==> config.mk <==
export PLATFORM = sky130hd
export DESIGN_NAME = screen_writer_flat
export DESIGN_NICKNAME = d
export VERILOG_FILES = /design/src/rtl/screen_writer_if.sv /design/src/rtl/screen_writer.sv /design/src/flat_wrapper.sv
export SDC_FILE = /design/constraint.sdc
export NUM_CORES = 1
export LEC_CHECK = 0
export ABC_AREA = 1
export BUFFER_PORTS_ARGS = -buffer_cell sky130_fd_sc_hd__buf_2
export CORE_UTILIZATION = 31
export CTS_BUF_LIST = sky130_fd_sc_hd__clkbuf_16
export DETAILED_ROUTE_END_ITERATION = 7
export SYNTH_ARGS = -nofsm -noshare
export SYNTH_HDL_FRONTEND = slang
export SYNTH_SLANG_ARGS = --single-unit
export TNS_END_PERCENT = 10
==> constraint.sdc <==
create_clock -name clk -period 2.6 [get_ports clk]
set_clock_uncertainty 0.1 [all_clocks]
set_input_delay 0.65 -clock clk [delete_from_list [all_inputs] [get_ports clk]]
set_output_delay 0.65 -clock clk [all_outputs]
set_load 0.05 [all_outputs]
==> src/rtl/screen_writer_if.sv <==
// rtl/screen_writer_if.sv - CPU/renderer/RAM bundle for screen_writer (clear ports with SCREEN_WRITER_CLEAR_EN)
interface screen_writer_if #(
    parameter int FIFO_DEPTH_LOG2 = 3
);
    logic [15:0]              cpu_addr;
    logic [7:0]               cpu_data;
    logic                     cpu_we;
    logic                     cpu_stall;
    logic                     screen_read_en;
    logic                     ram_we;
    logic [10:0]              ram_waddr;
    logic [7:0]               ram_wdata;
    logic [FIFO_DEPTH_LOG2:0] fifo_level;
    logic                     overflow;
`ifdef SCREEN_WRITER_CLEAR_EN
    logic                     clear_req;
    logic [7:0]               clear_color;
    logic                     clear_busy;

    modport slave (
        input  cpu_addr, cpu_data, cpu_we, screen_read_en, clear_req, clear_color,
        output cpu_stall, ram_we, ram_waddr, ram_wdata, fifo_level, overflow, clear_busy
    );
    modport master (
        output cpu_addr, cpu_data, cpu_we, screen_read_en, clear_req, clear_color,
        input  cpu_stall, ram_we, ram_waddr, ram_wdata, fifo_level, overflow, clear_busy
    );
`else
    modport slave (
        input  cpu_addr, cpu_data, cpu_we, screen_read_en,
        output cpu_stall, ram_we, ram_waddr, ram_wdata, fifo_level, overflow
    );
    modport master (
        output cpu_addr, cpu_data, cpu_we, screen_read_en,
        input  cpu_stall, ram_we, ram_waddr, ram_wdata, fifo_level, overflow
    );
`endif
endinterface

==> src/rtl/screen_writer.sv <==
// rtl/screen_writer.sv - queues CPU screen-window writes and drains them while the renderer is idle
// Optional full-screen clear engine is built when SCREEN_WRITER_CLEAR_EN is defined.
module screen_writer #(
    parameter int          FIFO_DEPTH_LOG2 = 3,
    parameter logic [15:0] BASE_ADDR       = 16'h0200
) (
    input  logic          clk,
    input  logic          reset,
    screen_writer_if.slave bus
);
    localparam int                     DEPTH      = 1 << FIFO_DEPTH_LOG2;
    localparam logic [FIFO_DEPTH_LOG2:0] FULL_LEVEL = (FIFO_DEPTH_LOG2 + 1)'(DEPTH);
    // 17-bit end so a window touching 0xFFFF does not wrap.
    localparam logic [16:0]            WIN_END    = {1'b0, BASE_ADDR} + 17'd1024;

    logic [18:0]                mem [DEPTH];
    logic [FIFO_DEPTH_LOG2-1:0] wptr_q, wptr_d;
    logic [FIFO_DEPTH_LOG2-1:0] rptr_q, rptr_d;
    logic [FIFO_DEPTH_LOG2:0]   level_q, level_d;
    logic                       overflow_q, overflow_d;
    logic                       ram_we_q, ram_we_d;
    logic [10:0]                ram_waddr_q, ram_waddr_d;
    logic [7:0]                 ram_wdata_q, ram_wdata_d;

    logic in_window, full, empty, pop, push;
    logic clear_active, clr_we;
    logic [10:0] clr_addr;
    logic [7:0]  clr_data;

`ifdef SCREEN_WRITER_CLEAR_EN
    typedef enum logic {ST_IDLE, ST_CLEAR} state_t;
    state_t     state_q, state_d;
    logic [9:0] cnt_q, cnt_d;
    logic [7:0] color_q, color_d;

    always_ff @(posedge clk or negedge reset) begin
        if (!reset) begin
            state_q <= ST_IDLE;
            cnt_q   <= '0;
            color_q <= '0;
        end else begin
            state_q <= state_d;
            cnt_q   <= cnt_d;
            color_q <= color_d;
        end
    end

    always_comb begin
        state_d = state_q;
        cnt_d   = cnt_q;
        color_d = color_q;
        clr_we  = 1'b0;
        case (state_q)
            ST_IDLE: begin
                if (bus.clear_req) begin
                    state_d = ST_CLEAR;
                    cnt_d   = '0;
                    color_d = bus.clear_color;
                end
            end
            ST_CLEAR: begin
                // The clear yields to the renderer exactly like the FIFO drain.
                if (!bus.screen_read_en) begin
                    clr_we = 1'b1;
                    cnt_d  = cnt_q + 10'd1;
                    if (cnt_q == 10'h3FF) state_d = ST_IDLE;
                end
            end
            default: state_d = ST_IDLE;
        endcase
    end

    assign clear_active   = (state_q == ST_CLEAR);
    assign clr_addr       = 11'h200 + {1'b0, cnt_q};
    assign clr_data       = color_q;
    assign bus.clear_busy = clear_active;
`else
    assign clear_active = 1'b0;
    assign clr_we       = 1'b0;
    assign clr_addr     = '0;
    assign clr_data     = '0;
`endif

    assign in_window = bus.cpu_we && (bus.cpu_addr >= BASE_ADDR) && ({1'b0, bus.cpu_addr} < WIN_END);
    assign full      = (level_q == FULL_LEVEL);
    assign empty     = (level_q == '0);
    assign pop       = !empty && !bus.screen_read_en && !clear_active;
    // A full FIFO still accepts a write when the same edge frees a slot.
    assign push      = in_window && (!full || pop);

    always_comb begin
        wptr_d      = wptr_q;
        rptr_d      = rptr_q;
        level_d     = level_q;
        overflow_d  = overflow_q;
        ram_we_d    = 1'b0;
        ram_waddr_d = ram_waddr_q;
        ram_wdata_d = ram_wdata_q;

        if (push) wptr_d = wptr_q + 1'b1;
        if (pop)  rptr_d = rptr_q + 1'b1;
        case ({push, pop})
            2'b10:   level_d = level_q + 1'b1;
            2'b01:   level_d = level_q - 1'b1;
            default: level_d = level_q;
        endcase

        if (in_window && !push) overflow_d = 1'b1;

        if (clr_we) begin
            ram_we_d    = 1'b1;
            ram_waddr_d = clr_addr;
            ram_wdata_d = clr_data;
        end else if (pop) begin
            ram_we_d    = 1'b1;
            ram_waddr_d = mem[rptr_q][18:8];
            ram_wdata_d = mem[rptr_q][7:0];
        end
    end

    always_ff @(posedge clk or negedge reset) begin
        if (!reset) begin
            wptr_q      <= '0;
            rptr_q      <= '0;
            level_q     <= '0;
            overflow_q  <= 1'b0;
            ram_we_q    <= 1'b0;
            ram_waddr_q <= '0;
            ram_wdata_q <= '0;
        end else begin
            wptr_q      <= wptr_d;
            rptr_q      <= rptr_d;
            level_q     <= level_d;
            overflow_q  <= overflow_d;
            ram_we_q    <= ram_we_d;
            ram_waddr_q <= ram_waddr_d;
            ram_wdata_q <= ram_wdata_d;
        end
    end

    // Storage needs no reset: the pointers define what is valid.
    always_ff @(posedge clk) begin
        if (push) mem[wptr_q] <= {bus.cpu_addr[10:0], bus.cpu_data};
    end

    assign bus.cpu_stall  = full;
    assign bus.fifo_level = level_q;
    assign bus.overflow   = overflow_q;
    assign bus.ram_we     = ram_we_q;
    assign bus.ram_waddr  = ram_waddr_q;
    assign bus.ram_wdata  = ram_wdata_q;
endmodule

==> src/flat_wrapper.sv <==
// flat-port wrapper written by rule: the top's interface ports become plain ports
module screen_writer_flat 
#(
    parameter int          FIFO_DEPTH_LOG2 = 3,
    parameter logic [15:0] BASE_ADDR       = 16'h0200
)
  (clk, reset, bus_cpu_addr, bus_cpu_data, bus_cpu_we, bus_screen_read_en, bus_cpu_stall, bus_ram_we, bus_ram_waddr, bus_ram_wdata, bus_fifo_level, bus_overflow);
  screen_writer_if #(.FIFO_DEPTH_LOG2(FIFO_DEPTH_LOG2)) bus_i ();
  input  logic clk;
  input  logic reset;
  input wire logic [$bits(bus_i.cpu_addr)-1:0] bus_cpu_addr;
  input wire logic [$bits(bus_i.cpu_data)-1:0] bus_cpu_data;
  input wire logic [$bits(bus_i.cpu_we)-1:0] bus_cpu_we;
  input wire logic [$bits(bus_i.screen_read_en)-1:0] bus_screen_read_en;
  output wire logic [$bits(bus_i.cpu_stall)-1:0] bus_cpu_stall;
  output wire logic [$bits(bus_i.ram_we)-1:0] bus_ram_we;
  output wire logic [$bits(bus_i.ram_waddr)-1:0] bus_ram_waddr;
  output wire logic [$bits(bus_i.ram_wdata)-1:0] bus_ram_wdata;
  output wire logic [$bits(bus_i.fifo_level)-1:0] bus_fifo_level;
  output wire logic [$bits(bus_i.overflow)-1:0] bus_overflow;
  assign bus_i.cpu_addr = bus_cpu_addr;
  assign bus_i.cpu_data = bus_cpu_data;
  assign bus_i.cpu_we = bus_cpu_we;
  assign bus_i.screen_read_en = bus_screen_read_en;
  assign bus_cpu_stall = bus_i.cpu_stall;
  assign bus_ram_we = bus_i.ram_we;
  assign bus_ram_waddr = bus_i.ram_waddr;
  assign bus_ram_wdata = bus_i.ram_wdata;
  assign bus_fifo_level = bus_i.fifo_level;
  assign bus_overflow = bus_i.overflow;
  screen_writer #(.FIFO_DEPTH_LOG2(FIFO_DEPTH_LOG2), .BASE_ADDR(BASE_ADDR)) u_core (.clk(clk), .reset(reset), .bus(bus_i));
endmodule
==> summary.md, run 1 <==
| Metric | Value |
|---|---|
| Number of synthesized register bits | `183` |
| Area grow syn2layout | `19.6%` |
| Crit. path cell count | `4` |
| Top Family by Delay on Critical Path | `flip-flops` |
| Mapped Nets | `616` |
| Unrepaired setup endpoints after global routing | `no` |
| Cell Area, Synth | `0.00728 mm^2` |
| Max_cap viols | `0` |
| Yosys top cell by area | `edfxtp_1` |
| Async set or reset register ratio after synthesis | `16.9%` |
| Die area | `0.0241 mm^2` |
| Crit-path max cell delay | `0.44 ns` |
| # setup viols final | `0` |
| Sink Count | `183` |
| Top cell type's share of synthesized area | `62.7%` |
| NumNets Final | `691` |
| Min-Delay Path Depth | `1` |
| Antenna cells | `0` |
| CP arrival | `1.43 ns` |
| Cell row count | `55` |
| CTS Buffer Depth | `2` |
| Post-CTS setup buffers | `0` |
| Buffers on Ports | `53` |
| Distinct cells, synth | `25` |
| Startpoint types | `register` |
| Drt drc | `0` |
| Slew @ Worst Pin | `0.566 ns` |
| Fmax | `0.458 GHz` |
| Avg Inst Size Synth | `12.5 um^2` |
| Critical-path cell list | `nor2_4, nand3_1, inv_1, buf_2` |
| Buf/Inv on CP | `2` |
| Hold WC Path Type | `register to register` |
| Max transition margin | `62.2%` |
| Share of layout cells above drive strength 1 | `20.0%` |
| Status | `complete, no violations` |
| Die W | `155 um` |
| Clk Latency, worst-skew pair | `0.43 ns` |
| Post-DR vias/cell | `4.55` |
| Clock root buffer | `clkbuf_16` |
| Syn Inst Count | `583` |
| CTS Buf Count | `17` |
| Largest net degree at the start of global routing | `79` |
| Crit Path Max Fanout | `4` |
| Number of synthesis warnings | `0` |
| HPWL Detailed | `10000 um` |
| Final Hold Vio Count | `0` |
| Post-synth EDFFs | `152` |
| Pre-CTS setup slack | `0.165 ns` |
| CTS tree | `built` |
| Routability cong. | `0.745` |
| Synth top cells by count | `edfxtp_1, nor2_1, o21ai_0` |
| Antenna Nets Post-Route | `0` |
| I/O pins | `54` |
| R2R depth | `13` |
| Minimum clock period | `2.18 ns` |
| Pre-antenna DRT Iters | `5` |
| Area of the core | `0.0228 mm^2` |
| Final wirelength | `15300 um` |
| Initial Util | `31.9%` |
| Total Routing Usage GR | `13.4%` |
| Final Slew Violations | `0` |
| CP Class | `register to primary output` |
| CP max-delay cell | `dfrtp_1` |
| Register area share after synthesis | `73.4%` |
| P_leak | `3.16 nW` |
| Final WS setup | `0.416 ns` |
| CP required | `1.85 ns` |
| Gr ovfl total | `0` |
| Vias in the first global route | `4382` |
| Final core occ | `38.1%` |
| Global-route wire length before repair | `24100 um` |
| Initial antenna violation count | `0` |
| Final Total Pwr | `9.23 mW` |
| CP Capture Type | `primary output` |
| Largest cells by area after synthesis | `edfxtp_1, dfrtp_1, nor2_1` |
| Fraction of the cycle the final worst path needs | `84.0%` |
| Clk slew on worst S/H paths | `0.07 ns` |
| Die H | `155 um` |
| H-tree Lvls | `4` |
| Most frequent cell after synthesis | `edfxtp_1` |
| Via count | `4481` |
| Hold_ws | `0.361 ns` |
| Initial DRC Count | `267` |
| Most used flip-flop cell after synthesis | `edfxtp_1` |
| PD cells | `1060 mW/mm^2` |
| Avg WL per Cell | `15.6 um` |
| Worst IR drop on VDD | `585 uV` |
-- cell type report --
class                      instances  area (um^2)
fill                            2182        14100
sequential                       183         5340
multi-input combinational        351         1720
timing repair buffer              88          593
clock buffer                      17          425
tap                              313          392
clock inverter                    15          170
inverter                          17         63.8
-- power by group --
part / internal (mW) / switching [mW]
registers: 3.41 / 0.156
logic: 0.871 / 2.23
clock network: 1.44 / 1.13
total: 5.72 / 3.51
-- per-stage QoR --
step           setup TNS, ns  cells  area [um^2]
2_1_floorplan          -7.56    583         7280
3_3_place_gp               0    951         8100
3_5_place_dp               0    951         8100
4_1_cts                    0    984         8710
5_1_grt                    0    984         8710
6_report                   0    984         8710
-- routing by layer --
layer / share of wire [%] / track usage (%)
met5: 0 / 0
met2: 47 / 21.1
met3: 5.1 / 2.90
met1: 46 / 17.8
met4: 1.8 / 5.74
-- layout by cell type (no fill, tap or decap), types with 5 or more instances in the layout --
cell type	instances
nand3_1	7
buf_2	53
o21ai_0	77
o21ai_1	21
buf_4	29
clkbuf_16	17
edfxtp_1	152
nand2_1	66
buf_12	5
nor2_2	8
o211ai_1	38
dfrtp_1	29
nor2_1	118
inv_1	15
-- state kept, by name, indices dropped and copies added (netlist names) --
register	flops
u_core.bus.fifo_level	4
u_core.bus.overflow	1
u_core.bus.ram_waddr	11
u_core.bus.ram_wdata	8
u_core.bus.ram_we	1
u_core.mem	152
u_core.rptr_q	3
u_core.wptr_q	3
-- worst register-to-register path, cell delays in order, from the launching register on --
cell,delay [ns]
dfrtp_1,0.44
nor2_1,0.20
a21oi_4,0.10
o21ai_2,0.07
inv_1,0.07
ha_1,0.32
a21oi_1,0.15
nand2_1,0.08
nand3_1,0.08
nand2_1,0.06
nand2_1,0.06
nand2_1,0.04
nand2_1,0.05
inv_1,0.03
-- repair_timing --
item	in CTS	in global routing
resized for setup	0	0
hold endpoints to repair	7	0
hold buffers	1	0
-- path summary, 6_finish.rpt --
kind	startpoint	endpoint	slack [ns]
setup / recovery	u_core.bus.fifo_level[1]	bus_cpu_stall	0.42
hold / removal	u_core.bus.overflow	u_core.bus.overflow	0.36
setup reg to reg	u_core.bus.fifo_level[3]	u_core.bus.fifo_level[3]	0.64
hold reg to reg	u_core.bus.overflow	u_core.bus.overflow	0.36
max in group asynchronous	reset	u_core.rptr_q[0]	1.36
min in group asynchronous	reset	u_core.bus.ram_wdata[2]	0.53
-- logic make-up after synthesis --
kind of cell | Yosys count | synth area share, %
adders and majority gates | 5 | 0.963
xor gates and xnor gates | 4 | 0.482
and+or+nand+nor | 202 | 10.7
DFF | 183 | 73.4
buffers and inverters | 49 | 3.27
AOI/OAI and AO/OA | 140 | 11.2
(Power assumes the default switching activity.)
==> run 2: changes to the inputs <==
- clock period: 2.6 -> 1.95 ns (I/O delays scaled with it)
==> run 2 against run 1 <==
Final cell count is 0.71% higher. Critical path depth rose by 3. Utilization is 1.7 points higher. Critical path type is now register to register. Combinational power rose by 41%. Count of clock-buffer cells in the layout is the same.
==> summary.md, run 2 (synthesis results as in run 1) <==
| Metric | Value |
|---|---|
| Share of layout cells above drive strength 1 | `23.7% (was 20.0%)` |
| Final wirelength | `15600 um (was 15300 um)` |
| Worst IR drop on VDD | `720 uV (was 585 uV)` |
| Final Slew Violations | `0 (unchanged)` |
| CP max-delay cell | `dfrtp_2 (was dfrtp_1)` |
| Total Routing Usage GR | `13.8% (was 13.4%)` |
| Fraction of the cycle the final worst path needs | `94.8%` |
| Pre-antenna DRT Iters | `4 (was 5)` |
| Largest register by flop count | `u_core.mem (unchanged)` |
| Post-DR vias/cell | `4.52 (was 4.55)` |
| Pre-CTS setup slack | `-0.178 ns (was 0.165 ns)` |
| Max_cap viols | `0 (unchanged)` |
| Largest net degree at the start of global routing | `46 (was 79)` |
| Top Family by Delay on Critical Path | `simple AND/OR/NAND/NOR gates (was flip-flops)` |
| Clock root buffer | `clkbuf_16 (unchanged)` |
| Worst hold endpoint | `u_core.mem[4][11] (was u_core.bus.overflow)` |
| I/O pins | `54 (unchanged)` |
| Status | `complete, no violations (unchanged)` |
| Area of the multi-input gates | `0.00182 mm^2 (was 0.00172 mm^2)` |
| R2r endpoint | `u_core.mem[0][11] (was u_core.bus.fifo_level[3])` |
| Post-route design area | `0.00910 mm^2 (was 0.00871 mm^2)` |
| H-tree Lvls | `4 (unchanged)` |
| Crit Path Max Fanout | `10 (was 4)` |
| Cell row count | `55 (unchanged)` |
| Min-Delay Path Depth | `1 (unchanged)` |
| CTS tree | `built (unchanged)` |
| Commonest non-fill, non-tap cell in the layout | `edfxtp_1 (unchanged)` |
| Crit. path cell count | `7 (was 4)` |
| Most frequent cells in the layout | `edfxtp_1, nor2_1, o21ai_0, nand2_1, buf_2 (unchanged)` |
| Final Hold Vio Count | `0 (unchanged)` |
| Max reg flops | `152 (unchanged)` |
| Area grow syn2layout | `25.0% (was 19.6%)` |
| CP Capture Type | `register (was primary output)` |
| Die W | `155 um (unchanged)` |
| Final Total Pwr | `12.8 mW (was 9.23 mW)` |
| Routability cong. | `0.736 (was 0.745)` |
| Fill count | `2184 (was 2182)` |
| Gr ovfl total | `0 (unchanged)` |
| CTS Buf Count | `17 (unchanged)` |
| HPWL Detailed | `10100 um (was 10000 um)` |
| Sink Count | `183 (unchanged)` |
| CP Class | `register to register (was register to primary output)` |
| Critical-path cell list | `nor2_4, buf_4, nand4_1, nand2_1, or2_4, nor2_4, buf_12 (was nor2_4, nand3_1, inv_1, buf_2)` |
| Die area | `0.0241 mm^2 (unchanged)` |
| Area of the core | `0.0228 mm^2 (unchanged)` |
| Minimum clock period | `1.85 ns` |
| # setup viols final | `0 (unchanged)` |
| Fmax | `0.541 GHz` |
| Initial antenna violation count | `0 (unchanged)` |
| HP Start | `bus_cpu_addr[3] (was u_core.bus.overflow)` |
| Placed Area | `0.00841 mm^2 (was 0.00810 mm^2)` |
| Buf/Inv on CP | `2 (unchanged)` |
| P_leak | `3.27 nW (was 3.16 nW)` |
| Unrepaired setup endpoints after global routing | `no (unchanged)` |
| Sequential Area | `0.00535 mm^2 (was 0.00534 mm^2)` |
| Startpoint types | `register (unchanged)` |
| Clk Latency, worst-skew pair | `0.42 ns (was 0.43 ns)` |
| CP required | `1.99 ns (was 1.85 ns)` |
| Crit-path max cell delay | `0.41 ns (was 0.44 ns)` |
| Clk slew on worst S/H paths | `0.07 ns (about the same)` |
| Die H | `155 um (unchanged)` |
| Slew @ Worst Pin | `0.447 ns (was 0.566 ns)` |
| R2r setup slk | `0.10 ns (was 0.64 ns)` |
| Avg WL per Cell | `15.8 um (was 15.6 um)` |
| Initial Util | `31.9% (unchanged)` |
| R2R depth | `7 (was 13)` |
| Buffers on Ports | `53 (unchanged)` |
| Crit Reg-Reg Startpoint | `u_core.bus.fifo_level[1] (was u_core.bus.fifo_level[3])` |
| Via count | `4475 (was 4481)` |
| Max transition margin | `70.2% (was 62.2%)` |
| Final WS setup | `0.101 ns (was 0.416 ns)` |
| Hold WC Path Type | `input pin to register (was register to register)` |
| Global-route wire length before repair | `24800 um (was 24100 um)` |
| Final core occ | `39.8% (was 38.1%)` |
| PD cells | `1410 mW/mm^2 (was 1060 mW/mm^2)` |
| Antenna cells | `0 (unchanged)` |
| Drt drc | `0 (unchanged)` |
| CP arrival | `1.89 ns (was 1.43 ns)` |
| Initial DRC Count | `369 (was 267)` |
| Cell repeated most along the worst path | `nor2_4` |
| Vias in the first global route | `4530 (was 4382)` |
| NumNets Final | `698 (was 691)` |
| CTS Buffer Depth | `2 (unchanged)` |
| Antenna Nets Post-Route | `0 (unchanged)` |
run 2: repair_timing:
action | CTS | global route
pin swaps | 1 | 3
setup endpoints to repair | 1 | 3
cloned | 0 | 0
setup buffers | 2 | 3
gates resized for setup | 2 | 3
hold endpoints to repair | 11 | 0
hold buffers | 1 | 0
run 2: cell type report:
class | instances | share of cell area [%]
Clock buffer | 17 | 4.68
Sequential cell | 183 | 58.8
Tap cell | 313 | 4.30
Inverter | 17 | 0.729
Clock inverter | 15 | 2.20
Multi-Input combinational cell | 351 | 20.0
Timing Repair Buffer | 95 | 9.36
run 2: worst max path at each step:
stage,startpoint,endpoint,slack (ns)
after floorplan,u_core.bus.fifo_level[0],u_core.bus.fifo_level[3],-0.05
after global placement,bus_cpu_addr[10],u_core.mem[0][12],-0.17
after detailed placement,bus_cpu_addr[10],u_core.mem[6][14],-0.18
after CTS,u_core.bus.fifo_level[2],bus_cpu_stall,0.04
after global routing,u_core.bus.fifo_level[0],u_core.bus.fifo_level[3],0.007
final,u_core.bus.fifo_level[1],u_core.mem[0][11],0.10
run 2: metrics by stage:
step,std cells,TNS [ns],hold WS (ns)
2_1_floorplan,583,-2.00,0.0919
3_3_place_gp,953,-19.69,0.350
3_5_place_dp,953,-20.73,0.348
4_1_cts,988,0,0.225
6_report,991,0,0.240
5_1_grt,991,0,0.224
run 2: worst reg2reg max path, stage by stage, from the launching register on:
cell and delay [ns]:
dfrtp_2 0.41, nor2_4 0.04, buf_4 0.13, nand4_1 0.09, nand2_1 0.11, or2_4 0.33
nor2_4 0.19, buf_12 0.16
run 2: layer usage:
layer | up-vias | GRT usage, % | wire (um) | share of wire, %
met3 | 18 | 3.06 | 698 | 4.5
met5 | - | 0 | 0 | 0
met1 | 2142 | 19.1 | 7500 | 48
li1 | 2234 | - | - | -
met2 | 81 | 21.4 | 7190 | 46
met4 | 0 | 5.04 | 242 | 1.5
run 2: power breakdown:
group / internal, mW / switching, mW
Sequential: 4.55 / 0.274
Clock: 2.16 / 1.45
Combinational: 1.40 / 2.97
Total: 8.10 / 4.70
